$ cat src/rtl/truth_table_pkg.sv
// Shared types and helpers for the truth-table sweep/capture stage.
package truth_table_pkg;

    localparam int ROW_W   = 3;
    localparam int TABLE_W = 8;

    typedef enum logic [2:0] {
        IDLE,
        SETTLE,
        SAMPLE,
        STORE,
        DONE
    } state_t;

    // True when strictly more than half of the n samples were ones.
    function automatic logic majority(input logic [3:0] ones, input int n);
        return int'(ones) > (n / 2);
    endfunction

endpackage

$ cat src/rtl/sync_2ff.sv
// Generic 1-bit two-flop synchronizer with asynchronous active-low reset.
module sync_2ff (
    input  logic clk,
    input  logic rst_n,
    input  logic d,
    output logic q
);

    logic meta_q;
    logic sync_q;

    always_ff @(posedge clk or negedge rst_n) begin
        if (!rst_n) begin
            meta_q <= 1'b0;
            sync_q <= 1'b0;
        end else begin
            meta_q <= d;
            sync_q <= meta_q;
        end
    end

    assign q = sync_q;

endmodule

$ cat src/rtl/truth_table_capture.sv
// Walks a 3-input logic stage through all rows, majority-samples its output
// and reports the captured 8-bit truth table against an expected code.
module truth_table_capture
    import truth_table_pkg::*;
#(
    parameter int SETTLE_CYCLES = 4,
    parameter int NUM_SAMPLES   = 3
) (
    input  logic               clk,
    input  logic               rst_n,
    input  logic               start,
    input  logic               abort,
    input  logic [TABLE_W-1:0] expected,
    input  logic               dut_out,
    output logic               in1,
    output logic               in2,
    output logic               in3,
    output logic               busy,
    output logic               done,
    output logic [TABLE_W-1:0] table_out,
    output logic               match,
    output logic [TABLE_W-1:0] mismatch_mask
);

    localparam int ONES_W  = $clog2(NUM_SAMPLES + 1);
    localparam int CNT_MAX = (SETTLE_CYCLES > NUM_SAMPLES) ? SETTLE_CYCLES : NUM_SAMPLES;
    localparam int CNT_W   = $clog2(CNT_MAX);
    localparam logic [CNT_W-1:0] SETTLE_LAST = CNT_W'(SETTLE_CYCLES - 1);
    localparam logic [CNT_W-1:0] SAMPLE_LAST = CNT_W'(NUM_SAMPLES - 1);

    state_t             state_q,    state_d;
    logic [ROW_W-1:0]   row_q,      row_d;
    logic [CNT_W-1:0]   cnt_q,      cnt_d;
    logic [ONES_W-1:0]  ones_q,     ones_d;
    logic [TABLE_W-1:0] scratch_q,  scratch_d;
    logic [TABLE_W-1:0] expected_q, expected_d;
    logic [TABLE_W-1:0] table_q,    table_d;
    logic               match_q,    match_d;
    logic [TABLE_W-1:0] mask_q,     mask_d;
    logic               dut_sync;
    logic               row_active;

    sync_2ff u_sync (
        .clk   (clk),
        .rst_n (rst_n),
        .d     (dut_out),
        .q     (dut_sync)
    );

    always_comb begin
        state_d    = state_q;
        row_d      = row_q;
        cnt_d      = cnt_q;
        ones_d     = ones_q;
        scratch_d  = scratch_q;
        expected_d = expected_q;
        table_d    = table_q;
        match_d    = match_q;
        mask_d     = mask_q;

        case (state_q)
            IDLE: begin
                if (start && !abort) begin
                    state_d    = SETTLE;
                    row_d      = '0;
                    cnt_d      = '0;
                    ones_d     = '0;
                    scratch_d  = '0;
                    expected_d = expected;
                end
            end
            SETTLE: begin
                ones_d = '0;
                if (cnt_q == SETTLE_LAST) begin
                    cnt_d   = '0;
                    state_d = SAMPLE;
                end else begin
                    cnt_d = cnt_q + 1'b1;
                end
            end
            SAMPLE: begin
                ones_d = ones_q + ONES_W'(dut_sync);
                if (cnt_q == SAMPLE_LAST) begin
                    cnt_d   = '0;
                    state_d = STORE;
                end else begin
                    cnt_d = cnt_q + 1'b1;
                end
            end
            STORE: begin
                // Bit 7-r of an 8-bit table is bit ~r of the 3-bit row index.
                scratch_d[~row_q] = majority(4'(ones_q), NUM_SAMPLES);
                if (row_q == ROW_W'(TABLE_W - 1)) begin
                    state_d = DONE;
                    table_d = scratch_d;
                    match_d = (scratch_d == expected_q);
                    mask_d  = scratch_d ^ expected_q;
                end else begin
                    row_d   = row_q + 1'b1;
                    state_d = SETTLE;
                end
            end
            DONE: begin
                state_d = IDLE;
            end
            default: begin
                state_d = IDLE;
            end
        endcase

        // An abort cancels the sweep and leaves the previous results untouched.
        if (abort && (state_q == SETTLE || state_q == SAMPLE || state_q == STORE)) begin
            state_d = IDLE;
            table_d = table_q;
            match_d = match_q;
            mask_d  = mask_q;
        end
    end

    always_ff @(posedge clk or negedge rst_n) begin
        if (!rst_n) begin
            state_q    <= IDLE;
            row_q      <= '0;
            cnt_q      <= '0;
            ones_q     <= '0;
            scratch_q  <= '0;
            expected_q <= '0;
            table_q    <= '0;
            match_q    <= 1'b0;
            mask_q     <= '0;
        end else begin
            state_q    <= state_d;
            row_q      <= row_d;
            cnt_q      <= cnt_d;
            ones_q     <= ones_d;
            scratch_q  <= scratch_d;
            expected_q <= expected_d;
            table_q    <= table_d;
            match_q    <= match_d;
            mask_q     <= mask_d;
        end
    end

    assign row_active      = (state_q == SETTLE) || (state_q == SAMPLE) || (state_q == STORE);
    assign {in1, in2, in3} = row_active ? row_q : '0;
    assign busy            = (state_q != IDLE);
    assign done            = (state_q == DONE);
    assign table_out       = table_q;
    assign match           = match_q;
    assign mismatch_mask   = mask_q;

endmodule

$ cat config.mk
export PLATFORM = sky130hd
export DESIGN_NAME = truth_table_capture
export DESIGN_NICKNAME = d
export VERILOG_FILES = /design/src/rtl/truth_table_pkg.sv /design/src/rtl/sync_2ff.sv /design/src/rtl/truth_table_capture.sv
export SDC_FILE = /design/constraint.sdc
export NUM_CORES = 1
export LEC_CHECK = 0
export BUFFER_PORTS_ARGS = -buffer_cell sky130_fd_sc_hd__buf_2
export CAP_MARGIN = 20
export CORE_UTILIZATION = 45
export CTS_CLUSTER_SIZE = 20
export DETAILED_ROUTE_END_ITERATION = 10
export MAX_ROUTING_LAYER = met4
export PLACE_DENSITY = 0.77
export SYNTH_ARGS = -nofsm -noshare
export SYNTH_HDL_FRONTEND = slang
export SYNTH_SLANG_ARGS = --single-unit
$ cat constraint.sdc
create_clock -name clk -period 5.4 [get_ports clk]
set_input_delay 1.08 -clock clk [delete_from_list [all_inputs] [get_ports clk]]
set_output_delay 1.08 -clock clk [all_outputs]
set_load 0.05 [all_outputs]
# Word-level counts from Yosys, hierarchy flattened
# Index checks and enable logic that the tools add are counted.
dict set report totals {
  regBits 45
  input_bits 13
  out_inout_bits 22
  elab_cells 69
}
dict set report classes {
  n_addsub 3
  magnitude_cmp 3
  eq_ne 13
  n_mux 20
  n_bitwise 3
  n_reduce_logical 16
}
# cell count
set op_table {}
lappend op_table {{$mux 3} 8}
lappend op_table {{$pmux 8 s2} 1}
lappend op_table {{$pmux 2 s3} 2}
lappend op_table {{$pmux 3 s4} 1}
lappend op_table {{$reduce_and 3->1} 3}
lappend op_table {{$bwmux 8} 1}
lappend op_table {{$eq 8x8->1} 1}
lappend op_table {{$mux 8} 1}
lappend op_table {{$xor 8x8->8} 1}
lappend op_table {{$eq 3x2->1 const B} 2}
lappend op_table {{$eq 3x3->1 const B} 2}
lappend op_table {{$mux 2} 3}
lappend op_table {{$ne 3x2->1 const B} 2}
lappend op_table {{$pmux 3 s2} 1}
lappend op_table {{$reduce_and 2->1} 3}
lappend op_table {{$reduce_bool 3->1} 2}
lappend op_table {{$eq 2x2->1 const B} 2}
lappend op_table {{$lt 3x4->1 const B} 1}
lappend op_table {{$ne 2x2->1 const B} 2}
lappend op_table {{$add 3x1->3 const B} 1}
lappend op_table {{$demux 1 s3} 1}
lappend op_table {{$eq 3x1->1 const B} 1}
lappend op_table {{$ge 3x1->1 const B} 1}
lappend op_table {{$logic_and 1x1->1} 3}
lappend op_table {{other kinds (11)} 12}

# Depth between registers and ports, before layout
dict set report logic_depth {
  depth_word 7
  depth_mapped 7
  depth_no_buf 5
}

# Cells and area by module
# From an unflattened synthesis, not the netlist that was laid out.
dict set report unflattened {
  cells_unflattened 215
  area_unflattened_um2 2268.4
}
# mod n_inst cells_per_inst area_each_um2 seq_area_each_um2
set by_module_without_submodules {}
lappend by_module_without_submodules {truth_table_capture 1 213 2218.4 1076.0}
lappend by_module_without_submodules {sync_2ff 1 2 50.0 50.0}

# Worst setup path after synthesis
# Ideal clock, no wire load.
dict set report synth_path {
  path_type {flip-flop to output port}
  start {register state_q[2]}
  end {output in1}
  t_arrival_ps 1751
  t_required_ps 4320
  path_slack_ps 2569
  stages_incl_launch_ff 3
  path_buffers 1
  path_cell_list {dfrtp_1 -> clkbuf_1 -> nor3b_1}
}
dict set report synth_via {
  elab_chain_len 4
  elab_cells_between_ends 6
  classes_between {3 x eq/ne; 1 x mux; 2 x reduce/logical}
}
# element line
set synth_rtl {}
lappend synth_rtl {{start: declaration} truth_table_capture.sv:31} ;# state_t state_q, state_d;
lappend synth_rtl {{start signal: assignment} truth_table_capture.sv:132} ;# state_q <= state_d;
lappend synth_rtl {{$eq 3x1->1 / $eq 3x2->1 (equally long branches)} truth_table_capture.sv:144} ;# assign row_active = (state_q == SETTLE) || (state_q == SAMPLE) || (state_q == STORE);
lappend synth_rtl {{$logic_or 1x1->1} truth_table_capture.sv:144}
lappend synth_rtl {{$logic_or 1x1->1 (*)} truth_table_capture.sv:144}
lappend synth_rtl {{$mux 3 (*)} truth_table_capture.sv:145} ;# assign {in1, in2, in3} = row_active ? row_q : '0;
lappend synth_rtl {{end: declaration} truth_table_capture.sv:15} ;# output logic in1,
# Every way passes the cells marked *; elsewhere a longest branch is shown, timed or not.

# Worst setup path in the final report
dict set report layout_path {
  start {register state_q[0]}
  end {output in1}
}
# The elaborated chain is that of the path after synthesis.

==> flow_summary.toml <==
[detailed_routing]
drt-total-wl_mm = 4.26
antenna_left = 0
drc = 0
vias = 1618
avgRoutedWirePerCell_um = 13.6
first_iter_violations = 44
first_pass_iters = 4
viasPerCell = 5.17

[floorplan]
initial_utilization_pct = 47.1
coreArea_mm2 = 0.00475
rows = 25
dieArea_mm2 = 0.00526
io_pins = 35
die_w_um = 72.5
die_y_um = 72.5

[clock_tree]
clk_pin_slew_ns = 0.09
h-tree-depth = 2
clock_sinks = 45
root_buffer = "clkbuf_8"
clock_latency_ns = 0.30
cts_buffers = 5
ctsHoldBuffers = 0
clock_path_buffers = 2
ctsResizeCount = 0
cts_tree = "yes"
cts_setup_buffers = 0

[sta]
period_share_pct = 51.4
tightestPinTransition_ns = 0.749
fin_skew_ns = 0.00690
setup-violations-final = 0
rsz0062_at_grt = "no"
hold_violations = 0
min_period_ns = 2.78
slew_headroom_pct = 50.0
max_freq_mhz = 360
setup_ws_ns = 2.62
slew_violations = 0
setup_tns_ns = 0

[cells_and_area]
final_util_pct = 53.5
fillers = 446
fin_nets = 265
antenna_cells = 0
layout_common_cells = "dfrtp_1, buf_2, o21ai_0"
multi_input_area_mm2 = 0.00101
drive_gt1_share_pct = 24.0
area_growth_syn_to_layout_pct = 13.6
mostFrequentLayoutCell = "dfrtp_1"
final-seq-area_mm2 = 0.00113
instances_no_fill = 313

[setup_path]
critPathLaunchType = "flop"
crit_type = "flop to output port"
path_buf_inv = 1
required_ns = 4.32
crit_chain = "nor2_4 > nor3b_1 > buf_2"
end_kind = "output port"
cpPeakStageDelay_ns = 0.76
cpMaxStageDelayCell = "dfrtp_1"
crit_family = "flip-flops"
cp.arrival_ns = 1.70
worstPathMaxFanout = 20

[outcome]
outcome = "complete, no violations"

[logic_synthesis]
netlist_area_mm2 = 0.00224
ys_seq_elements = 45
synth_nets = 235
postSynthAreaPerCell_um2 = 10.4
synth_warnings = 0
synthDistinctLibCells = 37
yosysSeqAreaShare_pct = 50.3
synth_cells = 215

[power_and_ir_drop]
power_mw = 0.907
power_density_mw_per_mm2 = 357
leakagePower_nw = 1.32
peakVddDrop_mv = 0.226

[global_routing]
grt_pass1_vias = 1578
grt_max_degree = 46
antenna_found_initial = 0
grt_pass1_wl_mm = 7.26
grtUsageTotal_pct = 18.3
overflow = 0

[place]
place_inst = 304
place_congestion = 0.779
portBuffers = 34
pre_cts_ws_ns = 2.98
place_hpwl_mm = 2.95

[hold_path]
worstHoldPathType = "flop to flop"

[job]
cap_violations = 0
## worst register-to-register path, stage by stage (launching register included)
cell and delay, ns:
dfrtp_1 0.61, nor2b_1 0.67, nand2_1 0.34, and2_0 0.35
o21ai_0 0.23, o21ai_0 0.12
## sequential cells by signal, summed over array words and instances (netlist names)
| name | count |
|---|---|
| state_q | 3 |
| cnt_q | 2 |
| table_out | 8 |
| row_q | 3 |
| expected_q | 8 |
| mismatch_mask | 8 |
| match | 1 |
| u_sync.meta_q | 1 |
| scratch_q | 8 |
| u_sync.q | 1 |
| ones_q | 2 |
## per-stage QoR
step / hold slack, ns / area [um2]
6_report: 0.354 / 2540
5_1_grt: 0.356 / 2540
4_1_cts: 0.355 / 2510
3_5_place_dp: 0.335 / 2420
3_3_place_gp: 0.335 / 2420
2_1_floorplan: 0.331 / 2240
## power by group
group          internal, mW  leakage (nW)  total (mW)  switching [mW]
Clock                0.0935        0.0447       0.216           0.122
Combinational         0.105         0.673       0.235           0.130
Sequential            0.385         0.602       0.456          0.0712
Total                 0.583          1.32       0.907           0.323
## final timing paths
check                                        start                           end  slack (ns)  cells past startpoint
setup reg to reg            state_q[1]$_DFFE_PN0P_      scratch_q[4]$_DFFE_PN0P_        2.96                      5
setup / recovery            state_q[0]$_DFFE_PN0P_                           in1        2.62                      3
min in group asynchronous                    rst_n  mismatch_mask[7]$_DFFE_PN0P_        0.74                      1
hold reg to reg            u_sync.meta_q$_DFF_PN0_            u_sync.q$_DFF_PN0_        0.35                      0
max in group asynchronous                    rst_n      scratch_q[4]$_DFFE_PN0P_        4.16                      2
hold / removal             u_sync.meta_q$_DFF_PN0_            u_sync.q$_DFF_PN0_        0.35                      0
## area by class of cell
| class | instances | share of cell area [%] |
|---|---|---|
| Sequential cell | 45 | 44.3 |
| Multi-Input combinational cell | 150 | 39.6 |
| Timing Repair Buffer | 36 | 8.07 |
| Tap cell | 67 | 3.30 |
| Clock buffer | 5 | 2.71 |
| Inverter | 7 | 1.03 |
| Clock inverter | 3 | 0.984 |
## cells in the mapped netlist
| library cell | count | share of area (%) |
|---|---|---|
| buf_2 | 2 | 0.45 |
| nor2_4 | 1 | 0.50 |
| xor2_1 | 8 | 3.1 |
| o21ai_0 | 31 | 6.9 |
| mux2_2 | 9 | 4.5 |
| nand3b_1 | 1 | 0.34 |
| clkbuf_1 | 7 | 1.2 |
| a21oi_1 | 7 | 1.6 |
| buf_6 | 3 | 1.5 |
| a22o_1 | 2 | 0.78 |
| nor2b_1 | 2 | 0.56 |
| nor3b_1 | 5 | 1.7 |
| and2_1 | 1 | 0.28 |
| nand3_2 | 1 | 0.45 |
| a21boi_0 | 1 | 0.34 |
| nor3b_2 | 1 | 0.56 |
| nand4_1 | 5 | 1.4 |
| nand3b_4 | 2 | 1.8 |
| o41ai_1 | 1 | 0.39 |
| and3_1 | 4 | 1.1 |
| mux2i_1 | 9 | 4.0 |
| nor3_1 | 3 | 0.67 |
| nor2_1 | 9 | 1.5 |
| nand3_1 | 3 | 0.67 |
| o21ai_1 | 3 | 0.67 |
| o31ai_2 | 1 | 0.56 |
| ha_1 | 7 | 3.9 |
| dfrtp_1 | 45 | 50 |
| a22oi_1 | 3 | 1.0 |
| and2_0 | 1 | 0.28 |
| inv_1 | 7 | 1.2 |
| o22ai_1 | 1 | 0.28 |
| nand2_1 | 25 | 4.2 |
| nand2b_1 | 1 | 0.28 |
| buf_4 | 1 | 0.34 |
| a21o_1 | 1 | 0.34 |
| or3_1 | 1 | 0.28 |
## layer usage
metal / GRT usage (%) / wire length, um / vias up
li1: - / - / 809
met1: 24.0 / 2030 / 779
met2: 28.5 / 2080 / 26
met3: 4.58 / 106 / 4
met4: 5.01 / 45 / 0
met5: - / 0 / -
## cells by family after synthesis
| family | count (synthesis) | share of synthesized area [%] |
|---|---|---|
| compound gates | 51 | 12.9 |
| xor+xnor | 8 | 3.13 |
| fa+ha+maj | 7 | 3.91 |
| buf+inv | 20 | 4.64 |
| flops | 45 | 50.3 |
| mux | 18 | 8.56 |
| simple gates | 66 | 16.6 |
(Power assumes the default switching activity.)
